**config.mk**
```make
export PLATFORM = sky130hd
export DESIGN_NAME = iob_resp
export DESIGN_NICKNAME = d
export VERILOG_FILES = /design/src/rtl/iob_pkg.sv /design/src/rtl/iob_sync.sv /design/src/rtl/iob_resp.sv
export SDC_FILE = /design/constraint.sdc
export NUM_CORES = 1
export LEC_CHECK = 0
export CORE_UTILIZATION = 45
export CTS_BUF_LIST = sky130_fd_sc_hd__clkbuf_4 sky130_fd_sc_hd__clkbuf_8
export DETAILED_ROUTE_END_ITERATION = 10
export GPL_TIMING_DRIVEN = 1
export PLACE_DENSITY = 0.61
export SYNTH_ARGS = -nofsm -noshare
export SYNTH_HDL_FRONTEND = slang
export SYNTH_HIERARCHICAL = 1
export SYNTH_SLANG_ARGS = --single-unit
```
**constraint.sdc**
```tcl
create_clock -name C16M -period 9.3 [get_ports C16M]
set_clock_uncertainty 0.1 [all_clocks]
set_input_delay 1.86 -clock C16M [delete_from_list [all_inputs] [get_ports C16M]]
set_output_delay 1.86 -clock C16M [all_outputs]
set_load 0.03 [all_outputs]
```
**src/rtl/iob_pkg.sv**
```systemverilog
// Shared types and helpers for the IOB responder.
// States, window sizing and byte-lane merge.
package iob_pkg;

   typedef enum logic [2:0] {
      S_IDLE,
      S_DECODE,
      S_WAIT,
      S_ACK,
      S_VWAIT,
      S_VSYNC,
      S_BERR,
      S_HOLD
   } state_t;

   localparam logic [4:0] OFFS_MAPPED = 5'd8;
   localparam int         SYNC_DEPTH  = 2;

   // Strobed lanes take bus data, the other lane keeps its old byte.
   function automatic logic [15:0] lane_merge(
      input logic [15:0] old_v,
      input logic [15:0] din,
      input logic        uds_n,
      input logic        lds_n
   );
      return {uds_n ? old_v[15:8] : din[15:8],
              lds_n ? old_v[7:0]  : din[7:0]};
   endfunction

endpackage

```
**src/rtl/iob_sync.sv**
```systemverilog
// Multi-flop synchronizer for asynchronous IOB controls.
// Reset loads the idle level of each bit.
module iob_sync
   import iob_pkg::*;
#(
   parameter int             W       = 1,
   parameter logic [W-1:0]   RST_VAL = '1
) (
   input  logic          i_clk,
   input  logic          i_rst,
   input  logic [W-1:0]  i_d,
   output logic [W-1:0]  o_q
);

   logic [W-1:0] r_s [SYNC_DEPTH];

   // Shift the raw inputs through the synchronizer chain.
   always_ff @(posedge i_clk or posedge i_rst) begin
      if (i_rst) begin
         for (int i = 0; i < SYNC_DEPTH; i++) r_s[i] <= RST_VAL;
      end else begin
         r_s[0] <= i_d;
         for (int i = 1; i < SYNC_DEPTH; i++) r_s[i] <= r_s[i-1];
      end
   end

   assign o_q = r_s[SYNC_DEPTH-1];

endmodule

```
**src/rtl/iob_resp.sv**
```systemverilog
// IOB bus slave: async 68000 register window plus
// a 6800/VPA window, with bus error on unmapped offsets.
module iob_resp
   import iob_pkg::*;
#(
   parameter logic [18:0] BASE  = 19'h7FF80,
   parameter logic [18:0] VBASE = 19'h7FF81,
   parameter int unsigned WS    = 2
) (
   input  logic         C16M,
   input  logic         RES,
   input  logic [23:1]  A,
   input  logic         nAS,
   input  logic         nUDS,
   input  logic         nLDS,
   input  logic         RnW,
   input  logic         nVMA,
   input  logic         E,
   input  logic [15:0]  DIN,
   output logic [15:0]  DOUT,
   output logic         DOE,
   output logic         nDTACK,
   output logic         nVPA,
   output logic         nBERR
);

   logic [5:0]  w_sync;
   logic        w_as_n, w_uds_n, w_lds_n, w_rnw, w_vma_n, w_e;
   logic [18:0] w_win;
   logic [3:0]  w_off;
   logic [2:0]  w_idx;
   logic        w_mapped, w_hit_a, w_hit_v, w_in_win, w_efall;
   logic        w_acc, w_drv, w_wr;
   logic [2:0]  w_ws;
   state_t      w_nxt;

   state_t      r_state;
   logic [2:0]  r_cnt;
   logic [23:1] r_addr;
   logic        r_rnw;
   logic        r_e_prev;
   logic [15:0] r_reg [8];
   logic [15:0] r_dout;
   logic        r_doe, r_dtack_n, r_vpa_n, r_berr_n;

   iob_sync #(
      .W       (6),
      .RST_VAL (6'b111110)
   ) u_sync (
      .i_clk (C16M),
      .i_rst (RES),
      .i_d   ({nAS, nUDS, nLDS, RnW, nVMA, E}),
      .o_q   (w_sync)
   );

   assign {w_as_n, w_uds_n, w_lds_n, w_rnw, w_vma_n, w_e} = w_sync;

   assign w_ws     = 3'(WS);
   assign w_win    = r_addr[23:5];
   assign w_off    = r_addr[4:1];
   assign w_idx    = w_off[2:0];
   assign w_mapped = {1'b0, w_off} < OFFS_MAPPED;
   assign w_hit_a  = (w_win == BASE) && w_mapped;
   assign w_hit_v  = (w_win == VBASE) && w_mapped;
   assign w_in_win = (w_win == BASE) || (w_win == VBASE);
   assign w_efall  = r_e_prev & ~w_e;
   assign w_wr     = w_acc & ~r_rnw;

   // Next state plus access/drive strobes for this cycle.
   always_comb begin
      w_nxt = r_state;
      w_acc = 1'b0;
      w_drv = 1'b0;
      unique case (r_state)
         S_IDLE:
            if (!w_as_n && (!w_uds_n || !w_lds_n))
               w_nxt = S_DECODE;
         S_DECODE:
            if (w_as_n) begin
               w_nxt = S_IDLE;
            end else if (w_hit_a) begin
               w_drv = r_rnw;
               if (w_ws == 3'd0) begin
                  w_nxt = S_ACK;
                  w_acc = 1'b1;
               end else begin
                  w_nxt = S_WAIT;
               end
            end else if (w_hit_v) begin
               w_nxt = S_VWAIT;
            end else if (w_in_win) begin
               w_nxt = S_BERR;
            end else begin
               w_nxt = S_HOLD;
            end
         S_WAIT:
            if (w_as_n) begin
               w_nxt = S_IDLE;
            end else if (r_cnt <= 3'd1) begin
               w_nxt = S_ACK;
               w_acc = 1'b1;
            end
         S_ACK:
            w_nxt = S_HOLD;
         S_VWAIT:
            if (w_as_n) begin
               w_nxt = S_IDLE;
            end else if (!w_vma_n) begin
               w_nxt = S_VSYNC;
               w_drv = r_rnw;
            end
         S_VSYNC:
            if (w_as_n) begin
               w_nxt = S_IDLE;
            end else if (w_efall) begin
               w_nxt = S_HOLD;
               w_acc = 1'b1;
            end
         S_BERR:
            w_nxt = S_HOLD;
         S_HOLD:
            if (w_as_n) w_nxt = S_IDLE;
      endcase
   end

   // State, wait counter, latched address and E history.
   always_ff @(posedge C16M or posedge RES) begin
      if (RES) begin
         r_state  <= S_IDLE;
         r_cnt    <= 3'd0;
         r_addr   <= '0;
         r_rnw    <= 1'b1;
         r_e_prev <= 1'b0;
      end else begin
         r_state  <= w_nxt;
         r_e_prev <= w_e;
         if (r_state == S_IDLE && w_nxt == S_DECODE) begin
            r_addr <= A;
            r_rnw  <= w_rnw;
         end
         if (r_state == S_DECODE)
            r_cnt <= w_ws;
         else if (r_state == S_WAIT)
            r_cnt <= r_cnt - 3'd1;
      end
   end

   // Registered bus outputs; IDLE releases everything.
   always_ff @(posedge C16M or posedge RES) begin
      if (RES) begin
         r_dout    <= '0;
         r_doe     <= 1'b0;
         r_dtack_n <= 1'b1;
         r_vpa_n   <= 1'b1;
         r_berr_n  <= 1'b1;
      end else if (w_nxt == S_IDLE) begin
         r_doe     <= 1'b0;
         r_dtack_n <= 1'b1;
         r_vpa_n   <= 1'b1;
         r_berr_n  <= 1'b1;
      end else begin
         if (w_drv) begin
            r_doe  <= 1'b1;
            r_dout <= r_reg[w_idx];
         end
         if (w_nxt == S_ACK)   r_dtack_n <= 1'b0;
         if (w_nxt == S_VWAIT) r_vpa_n   <= 1'b0;
         if (w_nxt == S_BERR)  r_berr_n  <= 1'b0;
      end
   end

   // Register file, written per lane at the access point.
   always_ff @(posedge C16M or posedge RES) begin
      if (RES) begin
         for (int i = 0; i < 8; i++) r_reg[i] <= '0;
      end else if (w_wr) begin
         r_reg[w_idx] <= lane_merge(r_reg[w_idx], DIN,
                                    w_uds_n, w_lds_n);
      end
   end

   assign DOUT   = r_dout;
   assign DOE    = r_doe;
   assign nDTACK = r_dtack_n;
   assign nVPA   = r_vpa_n;
   assign nBERR  = r_berr_n;

endmodule

```
==> results.ini, run 1 <==
[routing]
avgViaCountPerCell = 5.70
drtIter0Drc = 425
drcViolationCount = 2
routed_wl_um = 20000
ant_nets = 0
drt_first_pass_iters = 8
post_drt_wl_per_cell_um = 19.1
vias = 5976

[placed_design]
place.gp.congestion = 0.754
hpwl_um = 12800
port_buffers = 66

[die]
die_x_um = 139
initial_utilization_pct = 46.4
num_io_pins = 67
core_mm2 = 0.0181
die-area_mm2 = 0.0193
rows = 49
die_h_um = 139

[yosys]
synth_flop_cell = dfrtp_1
synthDistinctLibCells = 59
synth_edf_count = 0
synth.area.top_cells = dfrtp_1 53%, mux2_2 8.4%, o21ai_0 7.7%
syn_inst = 766
yosysTopAreaCell = dfrtp_1
ys_ff_latch = 191
yosysTopAreaCellShare_pct = 52.6
avgSynthCellArea_um2 = 11.0
async_flop_share_pct = 100
yosys_warnings = 6
syn_nets = 815
netlist_area_mm2 = 0.00842
seq_area_frac_synth_pct = 56.9

[clocking]
clock_path_buffers = 2
cts.htree.levels = 4
clkTransAtPathRegs_ps = 100
cts.sinks = 191
clk_latency_ps = 470
numCtsBuffers = 17
root_buffer = clkbuf_8
cts_tree = built
cts_setup_buffers = 0
hold_buffers = 0
cts_resized = 0

[hold_path]
hp-start = u_sync/r_s[6]
hold_end = u_sync/o_q[0]
hold_path_class = flip-flop to flip-flop
whs_path_depth = 0

[grt]
grt_max_degree = 97
met1_usage_pct = 29.8
overflow = 0
antenna_found_initial = 0
track_usage_pct = 21.9
grt_pass1_wl_um = 32600
top_usage_layer = met2
grt_pass1_vias = 6208
use_met2_pct = 35.6
globalRouteMet3Util_pct = 4.01

[timing]
slew_headroom_pct = 21.2
grt_setup_unrepaired = no
setup_viol = 0
period_share_pct = 40.6
period_needed_ps = 3780
finalMaxSlewViolations = 0
setup-tns-final_ps = 0
finalHoldViolCount = 0
fmax_mhz = 265
worst_slew_pin_slew_ps = 1180

[cells_and_area]
drive_gt1_share_pct = 18.4
fillCellCount = 1588
diodes = 0
multi_input_comb_area_mm2 = 0.00336
areaGrowthSynthToFinish_pct = 15.6
nets = 856
regArea_mm2 = 0.00480
largest_register_ffs = 128

[setup_path]
arrival_ps = 4040
critical_path_class = input port to async pin
crit_path_start_kind = input port
end_kind = async pin
rr_worst_depth = 5
rrSetupSlack_ps = 6130
crit_fanout = 96
r2r_start = r_state[2]
worst_ep_required_time_ps = 9570
r2r_end = DOUT[3]

[power]
powerDensity_mw_per_mm2 = 321
peakVddDrop_mv = 0.142
power.total_w = 0.00312
leakagePower_nw = 4.27

[run_status]
violations = design-rule violations
status = finished, violations left

[flow_run]
cap_violations = 0

-- routing by layer --
metal	vias up	part of all wire (%)
li1	2786	-
met1	3022	46
met2	143	48
met3	25	4.7
met4	0	1.4
met5	-	0
-- worst max-delay path by stage --
stage / start / slack [ps] / cells past startpoint / end
floorplan: RES / 2490 / 1 / DOE
global placement: RES / 5030 / 3 / r_addr[1]
detailed placement: RES / 4930 / 3 / r_addr[1]
CTS: RES / 5450 / 3 / r_addr[1]
global route: RES / 5160 / 3 / r_addr[1]
finish: RES / 5520 / 3 / r_addr[1]
-- critical path, stage by stage --
cell             delay (ps)
clkdlybuf4s50_1         500
inv_6                   620
buf_4                   920
-- synth_stat cells, types with 2 or more instances --
cell / instances
nor2b_1: 4
inv_1: 21
o221ai_1: 4
a221oi_1: 7
clkbuf_1: 41
dfstp_2: 14
mux2_2: 63
nand2_1: 132
a22oi_1: 14
buf_4: 6
nor4_1: 4
a211oi_1: 3
a21oi_1: 15
o22ai_1: 6
nand3b_1: 2
a31o_2: 2
dfrtp_1: 177
nor2_1: 18
o31ai_1: 2
and3_1: 5
buf_2: 3
mux2_4: 2
o21ai_0: 129
and4_1: 2
mux4_2: 8
ha_1: 2
mux2i_1: 27
o2111ai_1: 8
o2bb2ai_1: 3
nand2b_1: 2
or2_2: 2
buf_1: 4
nor3_1: 3
nand3_1: 6
-- power by group --
group          internal (W)  switching [W]  total (W)
clock network      0.000323       0.000297   0.000619
logic              0.000506       0.000684    0.00119
registers           0.00113       0.000180    0.00131
total               0.00196        0.00116    0.00312
-- cell families after synthesis --
group                      count (synthesis)  share of synthesized area, %
xor gates and xnor gates                   1                         0.104
adders and majority gates                  2                         0.297
DFF                                      191                          56.9
muxes                                    100                          14.1
and+or+nand+nor                          192                          10.3
buffers and inverters                     78                          4.07
AOI/OAI and AO/OA                        202                          14.2
-- layout by cell type (no fill, tap or decap), drive strengths merged, types with 3 or more instances in the layout --
master,netlist,routed
a211oi,3,3
a221oi,7,7
buf,15,12
nor4,4,4
clkinvlp,0,5
nor2,18,18
a21oi,16,16
o2111ai,8,8
nand3,6,6
bufinv,0,5
o21ai,129,129
o221ai,4,4
mux2,65,65
nor3,3,3
clkbuf,41,18
clkdlybuf4s50,0,66
dfstp,14,14
mux4,8,8
dfrtp,177,177
o22ai,6,6
nor2b,4,4
mux2i,27,27
o2bb2ai,3,3
a22oi,14,14
inv,21,22
and3,5,5
clkinv,1,4
nand2,132,132
-- layout make-up --
class,instances,area share (%)
multi-input cells,497,34.5
repair buffers,78,7.71
clock buffers,18,2.48
clock inverters,14,2.21
flip-flops and latches,191,49.3
well taps,229,2.94
inverters,22,0.900
-- through the flow --
step,cells,setup WS (ps),util (%),area [um^2],hold slack [ps]
floorplan,766,2490,-,8420,231
CTS,1049,5450,53.7,9740,260
detailed placement,1017,4930,51.1,9280,237
finish,1049,5520,53.7,9740,256
global route,1049,5160,53.7,9740,267
global placement,1017,5030,51.1,9280,241
Note: power is estimated with default switching activity, not from simulation.
==> inputs of run 2 (changes only) <==
--- a/config.mk
+++ b/config.mk
@@ -9,7 +9,7 @@
 export CTS_BUF_LIST = sky130_fd_sc_hd__clkbuf_4 sky130_fd_sc_hd__clkbuf_8
 export DETAILED_ROUTE_END_ITERATION = 10
 export GPL_TIMING_DRIVEN = 1
-export PLACE_DENSITY = 0.61
+export PLACE_DENSITY = 0.64
 export SYNTH_ARGS = -nofsm -noshare
 export SYNTH_HDL_FRONTEND = slang
 export SYNTH_HIERARCHICAL = 1
==> constraint.sdc (replaced) <==
create_clock -name C16M -period 3.46 [get_ports C16M]
set_clock_uncertainty 0.1 [all_clocks]
set_input_delay 0.692 -clock C16M [delete_from_list [all_inputs] [get_ports C16M]]
set_output_delay 0.692 -clock C16M [all_outputs]
set_load 0.03 [all_outputs]
==> run 2 against run 1 <==
  * Sequential share of layout area is 0.46 points lower
  * The run still ends with design-rule violations left
  * Worst hold slack better by 5.7 ps
  * Die area is the same
  * Sequential power rose to 2.8 times the previous value
  * Via count barely moved
  * Largest power group unchanged
  * Largest cell class unchanged
  * Clock power increased by 130%
  * Flip-flop and latch count did not move
  * Register-to-register slack worse by 5500 ps
  * Final cell count increased by 2.0%
==> results.ini, run 2 (synthesized netlist as in run 1, its figures left out) <==
[cells_and_area]
largest_register_ffs = 128  ; unchanged
diodes = 0  ; unchanged
fin_area_mm2 = 0.00983  ; was 0.00974 mm^2
mostFrequentLayoutCells = 176 x dfrtp_1, 132 x nand2_1, 129 x o21ai_0, 66 x clkdlybuf4s50_1, 63 x mux2_2  ; unchanged
nets = 877  ; was 856
fin_cells = 1070  ; was 1049
fillCellCount = 1552  ; was 1588
layout_commonest_cell = dfrtp_1  ; unchanged
areaGrowthSynthToFinish_pct = 16.7  ; was 15.6%
drive_gt1_share_pct = 20.5  ; was 18.4%

[power]
p_int_w = 0.00514  ; was 0.00196 W
powerDensity_mw_per_mm2 = 837  ; was 321 mW/mm^2
peakVddDrop_mv = 0.340  ; was 0.142 mV
power_switching_w = 0.00309  ; was 0.00116 W
leakagePower_nw = 4.34  ; was 4.27 nW
combPwrFrac_pct = 38.4  ; was 38.1%
pwr-share-clk_pct = 17.5  ; was 19.8%
p_seq_share_pct = 44.1  ; was 42.1%
power.share.switching_pct = 37.5  ; was 37.1%

[routing]
vias = 5974  ; was 5976
drtIter0Drc = 350  ; was 425
drt_first_pass_iters = 7  ; was 8
post_drt_wl_per_cell_um = 18.4  ; was 19.1 um
drcViolationCount = 10  ; was 2
routed_wl_um = 19700  ; was 20000 um
ant_nets = 0  ; unchanged
avgViaCountPerCell = 5.58  ; was 5.70

[timing]
period_needed_ps = 2880
finalHoldViolCount = 0  ; unchanged
setup-tns-final_ps = 0  ; unchanged
fin_ws_ps = 582  ; was 5520 ps
period_share_pct = 83.2
worst_slew_pin_slew_ps = 737  ; was 1180 ps
finalMaxSlewViolations = 0  ; unchanged
fmax_mhz = 348
grt_setup_unrepaired = no  ; unchanged
whs_ps = 262  ; was 256 ps
slew_headroom_pct = 50.7  ; was 21.2%
setup_viol = 0  ; unchanged

[clocking]
cts.htree.levels = 4  ; unchanged
root_buffer = clkbuf_8  ; unchanged
cts_tree = built  ; unchanged
cts_resized = 0  ; unchanged
cts_setup_buffers = 0  ; unchanged
clkTransAtPathRegs_ps = 90  ; was 100 ps
cts.sinks = 191  ; unchanged
hold_buffers = 0  ; unchanged
clock_path_buffers = 2  ; unchanged
clk_latency_ps = 460  ; was 470 ps
numCtsBuffers = 17  ; unchanged

[placed_design]
place_area_mm2 = 0.00944  ; was 0.00928 mm^2
place.gp.congestion = 0.797  ; was 0.754
preCtsSetupSlack_ps = 574  ; was 4930 ps
dp.cells = 1038  ; was 1017
port_buffers = 66  ; unchanged
hpwl_um = 13300  ; was 12800 um

[grt]
grt_max_degree = 91  ; was 97
grt_pass1_vias = 6181  ; was 6208
overflow = 0  ; unchanged
antenna_found_initial = 0  ; unchanged
grt_pass1_wl_um = 32500  ; was 32600 um
track_usage_pct = 21.7  ; was 21.9%

[die]
die-area_mm2 = 0.0193  ; unchanged
die_x_um = 139  ; unchanged
rows = 49  ; unchanged
initial_utilization_pct = 46.4  ; unchanged
num_io_pins = 67  ; unchanged
die_h_um = 139  ; unchanged
core_mm2 = 0.0181  ; unchanged

[setup_path]
critical_path_class = flip-flop to flip-flop  ; was input port to async pin
arrival_ps = 3120  ; was 4040 ps
rrSetupSlack_ps = 580  ; was 6130 ps
r2r_start = r_state[2]  ; unchanged
end_kind = flip-flop  ; was async pin
path_cells = or4b_4 -> or3_1 -> or3_4 -> a21oi_4 -> buf_4 -> mux2_2  ; was clkdlybuf4s50_1 -> inv_6 -> buf_4
slowest_stage = or4b_4  ; was buf_4
crit_path_start_kind = flip-flop  ; was input port
worst_ep_required_time_ps = 3710  ; was 9570 ps
worstSetupStartpoint = r_state[2]  ; was RES
worst-path-buf-inv = 1  ; was 3
cp_top_family = simple AND/OR/NAND/NOR gates  ; was buffers and inverters
crit_fanout = 18  ; was 96
max_stage_delay_ps = 600  ; was 920 ps

[run_status]
violations = design-rule violations  ; unchanged
status = finished, violations left  ; unchanged

[hold_path]
hold_path_class = flip-flop to flip-flop  ; unchanged
hp-start = u_sync/r_s[9]  ; was u_sync/r_s[6]

[flow_run]
cap_violations = 0  ; unchanged

run 2: changes by cell type in the layout (fill, tap and decap cells not counted), sizes merged:
cell,change
buf,+21
clkinv,+4
bufinv,-3
clkbuf,+1
clkinvlp,-1
inv,-1
run 2: power by group through the flow:
stage	registers (W)	logic (W)	clock network [W]
after global placement	0.00362	0.00308	0
after global routing	0.00374	0.00347	0.00158
after floorplan	0.00361	0.00212	0
after detailed placement	0.00367	0.00317	0
final	0.00363	0.00316	0.00144
after CTS	0.00363	0.00318	0.00149
run 2: path summary, 6_finish.rpt:
check | to | cells past startpoint
min | u_sync/o_q[3] | 0
min reg2reg | u_sync/o_q[3] | 0
max in group asynchronous | r_addr[1] | 3
min in group asynchronous | u_sync/r_s[6] | 2
max | DOUT[4] | 6
max reg2reg | DOUT[4] | 6
run 2: routing by layer:
layer  share of wire, %  vias up  routed length (um)  GRT usage, %
li1                   -     2819                   -             -
met1                 45     2995                8940          29.1
met2                 48      135                9540          35.1
met3                4.4       25                 863          4.07
met4                1.7        0                 329          8.01
met5                  0        -                   0             0
run 2: cell type report:
type                       instances  area (um^2)  share of cell area, %
timing repair buffer              99          933                   9.50
inverter                          22         86.3                  0.878
clock inverter                    13          141                   1.44
tap                              229          287                   2.91
clock buffer                      19          249                   2.53
multi-input combinational        497         3330                   33.9
sequential                       191         4800                   48.8
run 2: per-stage QoR:
step                total power (W)  util [%]
CTS                         0.00830      54.2
global placement            0.00670      52.0
global route                0.00880      54.2
floorplan                   0.00574         -
detailed placement          0.00684      52.0
finish                      0.00823      54.2
==> inputs of run 3 (changes only) <==
==> constraint.sdc (replaced) <==
create_clock -name C16M -period 2.5 [get_ports C16M]
set_clock_uncertainty 0.1 [all_clocks]
set_input_delay 0.5 -clock C16M [delete_from_list [all_inputs] [get_ports C16M]]
set_output_delay 0.5 -clock C16M [all_outputs]
set_load 0.03 [all_outputs]
==> run 3 against run 2 <==
  * Final cell count increased by 1.6%
  * Via count increased by 2.3%
  * Largest power group unchanged
  * Die area unchanged
  * Sequential share of layout area decreased by 1.0 points
  * Critical path depth unchanged
  * Routed wire length increased by 1.9%
  * The run ends with design-rule violations, negative setup slack left
  * Maximum frequency increased by 13%
  * First-iteration DRC count increased by 25%
==> results.ini, run 3 (synthesized netlist as in run 1, its figures left out) <==
[grt]
grt_pass1_vias = 6212  ; was 6181
track_usage_pct = 21.9  ; was 21.7%
grt_max_degree = 116  ; was 91
antenna_found_initial = 0  ; unchanged
overflow = 0  ; unchanged
grt_pass1_wl_um = 32500  ; about the same

[cells_and_area]
fillCellCount = 1568  ; was 1552
mostFrequentLayoutCells = 176 x dfrtp_1, 132 x nand2_1, 129 x o21ai_0, 66 x clkdlybuf4s50_1, 60 x mux2_2  ; was 176 x dfrtp_1, 132 x nand2_1, 129 x o21ai_0, 66 x clkdlybuf4s50_1, 63 x mux2_2
fin_area_mm2 = 0.0100  ; was 0.00983 mm^2
largest_register_ffs = 128  ; unchanged
diodes = 0  ; unchanged
drive_gt1_share_pct = 23.3  ; was 20.5%
layout_commonest_cell = dfrtp_1  ; unchanged
fin_cells = 1087  ; was 1070
areaGrowthSynthToFinish_pct = 19.2  ; was 16.7%
nets = 894  ; was 877

[timing]
finalMaxSlewViolations = 0  ; unchanged
setup_viol = 7  ; was 0
worst_slew_pin_slew_ps = 660  ; was 737 ps
fmax_mhz = 394  ; was 348 MHz
grt_setup_unrepaired = yes  ; was no
fin_ws_ps = -37.2  ; was 582 ps
period_needed_ps = 2540  ; was 2880 ps
whs_ps = 258  ; was 262 ps
finalHoldViolCount = 0  ; unchanged
slew_headroom_pct = 56.0  ; was 50.7%
period_share_pct = 101  ; was 83.2%

[clocking]
clk_latency_ps = 470  ; was 460 ps
clkTransAtPathRegs_ps = 100  ; was 90 ps
clock_path_buffers = 2  ; unchanged
cts.htree.levels = 4  ; unchanged
hold_buffers = 0  ; unchanged
numCtsBuffers = 17  ; unchanged
cts.sinks = 191  ; unchanged
root_buffer = clkbuf_8  ; unchanged
cts_tree = built  ; unchanged

[setup_path]
worst_ep_required_time_ps = 2760  ; was 3710 ps
crit_cells = 6  ; unchanged
r2r_start = r_state[1]  ; was r_state[2]
cp_top_family = simple AND/OR/NAND/NOR gates  ; unchanged
crit_path_start_kind = flip-flop  ; unchanged
rr_worst_depth = 6  ; unchanged
path_cells = or4b_4 -> or3_1 -> or3_4 -> a21oi_4 -> buf_12 -> mux2_2  ; was or4b_4 -> or3_1 -> or3_4 -> a21oi_4 -> buf_4 -> mux2_2
arrival_ps = 2800  ; was 3120 ps
slowest_stage = or4b_4  ; unchanged
critical_path_class = flip-flop to flip-flop  ; unchanged
crit_fanout = 13  ; was 18
max_stage_delay_ps = 550  ; was 600 ps
end_kind = flip-flop  ; unchanged
worst-path-buf-inv = 1  ; unchanged
worstSetupStartpoint = r_state[1]  ; was r_state[2]

[routing]
drtIter0Drc = 439  ; was 350
avgViaCountPerCell = 5.62  ; was 5.58
routed_wl_um = 20000  ; was 19700 um
drt_first_pass_iters = 8  ; was 7
drcViolationCount = 5  ; was 10
post_drt_wl_per_cell_um = 18.4  ; about the same
ant_nets = 0  ; unchanged
vias = 6111  ; was 5974

[placed_design]
port_buffers = 66  ; unchanged
place.gp.congestion = 0.879  ; was 0.797
dp.cells = 1054  ; was 1038
place_area_mm2 = 0.00961  ; was 0.00944 mm^2
hpwl_um = 13600  ; was 13300 um
preCtsSetupSlack_ps = -50.9  ; was 574 ps

[die]
core_mm2 = 0.0181  ; unchanged
num_io_pins = 67  ; unchanged
die-area_mm2 = 0.0193  ; unchanged
initial_utilization_pct = 46.4  ; unchanged
rows = 49  ; unchanged
die_h_um = 139  ; unchanged
die_x_um = 139  ; unchanged

[hold_path]
whs_path_depth = 0  ; unchanged
hp-start = u_sync/r_s[7]  ; was u_sync/r_s[9]
hold_path_class = flip-flop to flip-flop  ; unchanged

[run_status]
status = finished, violations left  ; unchanged
violations = design-rule violations, negative setup slack  ; was design-rule violations

[power]
peakVddDrop_mv = 0.638  ; was 0.340 mV
leakagePower_nw = 4.43  ; was 4.34 nW
powerDensity_mw_per_mm2 = 1160  ; was 837 mW/mm^2

[flow_run]
cap_violations = 0  ; unchanged

run 3: worst paths after layout:
check | to | slack (ps)
min in group asynchronous | u_sync/r_s[6] | 320
worst min-delay path | u_sync/o_q[1] | 260
worst max register to register | DOUT[7] | -40
worst max-delay path | DOUT[7] | -40
max in group asynchronous | r_reg[4] | 1280
worst min register to register | u_sync/o_q[1] | 260
run 3: area by class of cell:
class | instances | area [um^2] | share of cell area, %
clock inverters | 13 | 115 | 1.15
clock buffers | 19 | 255 | 2.54
well taps | 229 | 287 | 2.85
inverters | 22 | 86.3 | 0.860
repair buffers | 116 | 1110 | 11.1
flip-flops and latches | 191 | 4800 | 47.8
multi-input cells | 497 | 3390 | 33.7
run 3: worst reg2reg max path, stage by stage, from the launching register on:
cell and delay [ps]:
dfrtp_1 390, or4b_4 550, or3_1 320, or3_4 350, a21oi_4 170, buf_12 210, mux2_2 350
run 3: timing repair:
action | CTS | global route
setup endpoints to repair | 9 | 77
hold endpoints to repair | 0 | 0
gates resized for setup | 2 | 12
setup buffers | 1 | 0
run 3: per-stage QoR:
stage	utilization, %	TNS, ps	total power [W]
2_1_floorplan	-	-68620	0.00794
3_3_place_gp	53.0	-16.7	0.00944
3_5_place_dp	53.0	-311	0.00966
4_1_cts	55.1	-234	0.0116
5_1_grt	55.3	-689	0.0124
6_report	55.3	-152	0.0116
run 3: where the power goes:
part           switching, W  internal (W)  leakage [nW]  total [W]
sequential         0.000640       0.00422          1.95    0.00486
combinational       0.00266       0.00217          2.30    0.00483
clock               0.00109      0.000824         0.181    0.00192
run 3: metal layers:
layer	vias to the layer above	GRT usage [%]	part of all wire, %
li1	2852	-	-
met4	0	7.25	1.4
met2	128	34.7	48
met1	3107	30.3	47
met5	-	0	0
met3	24	4.35	3.6
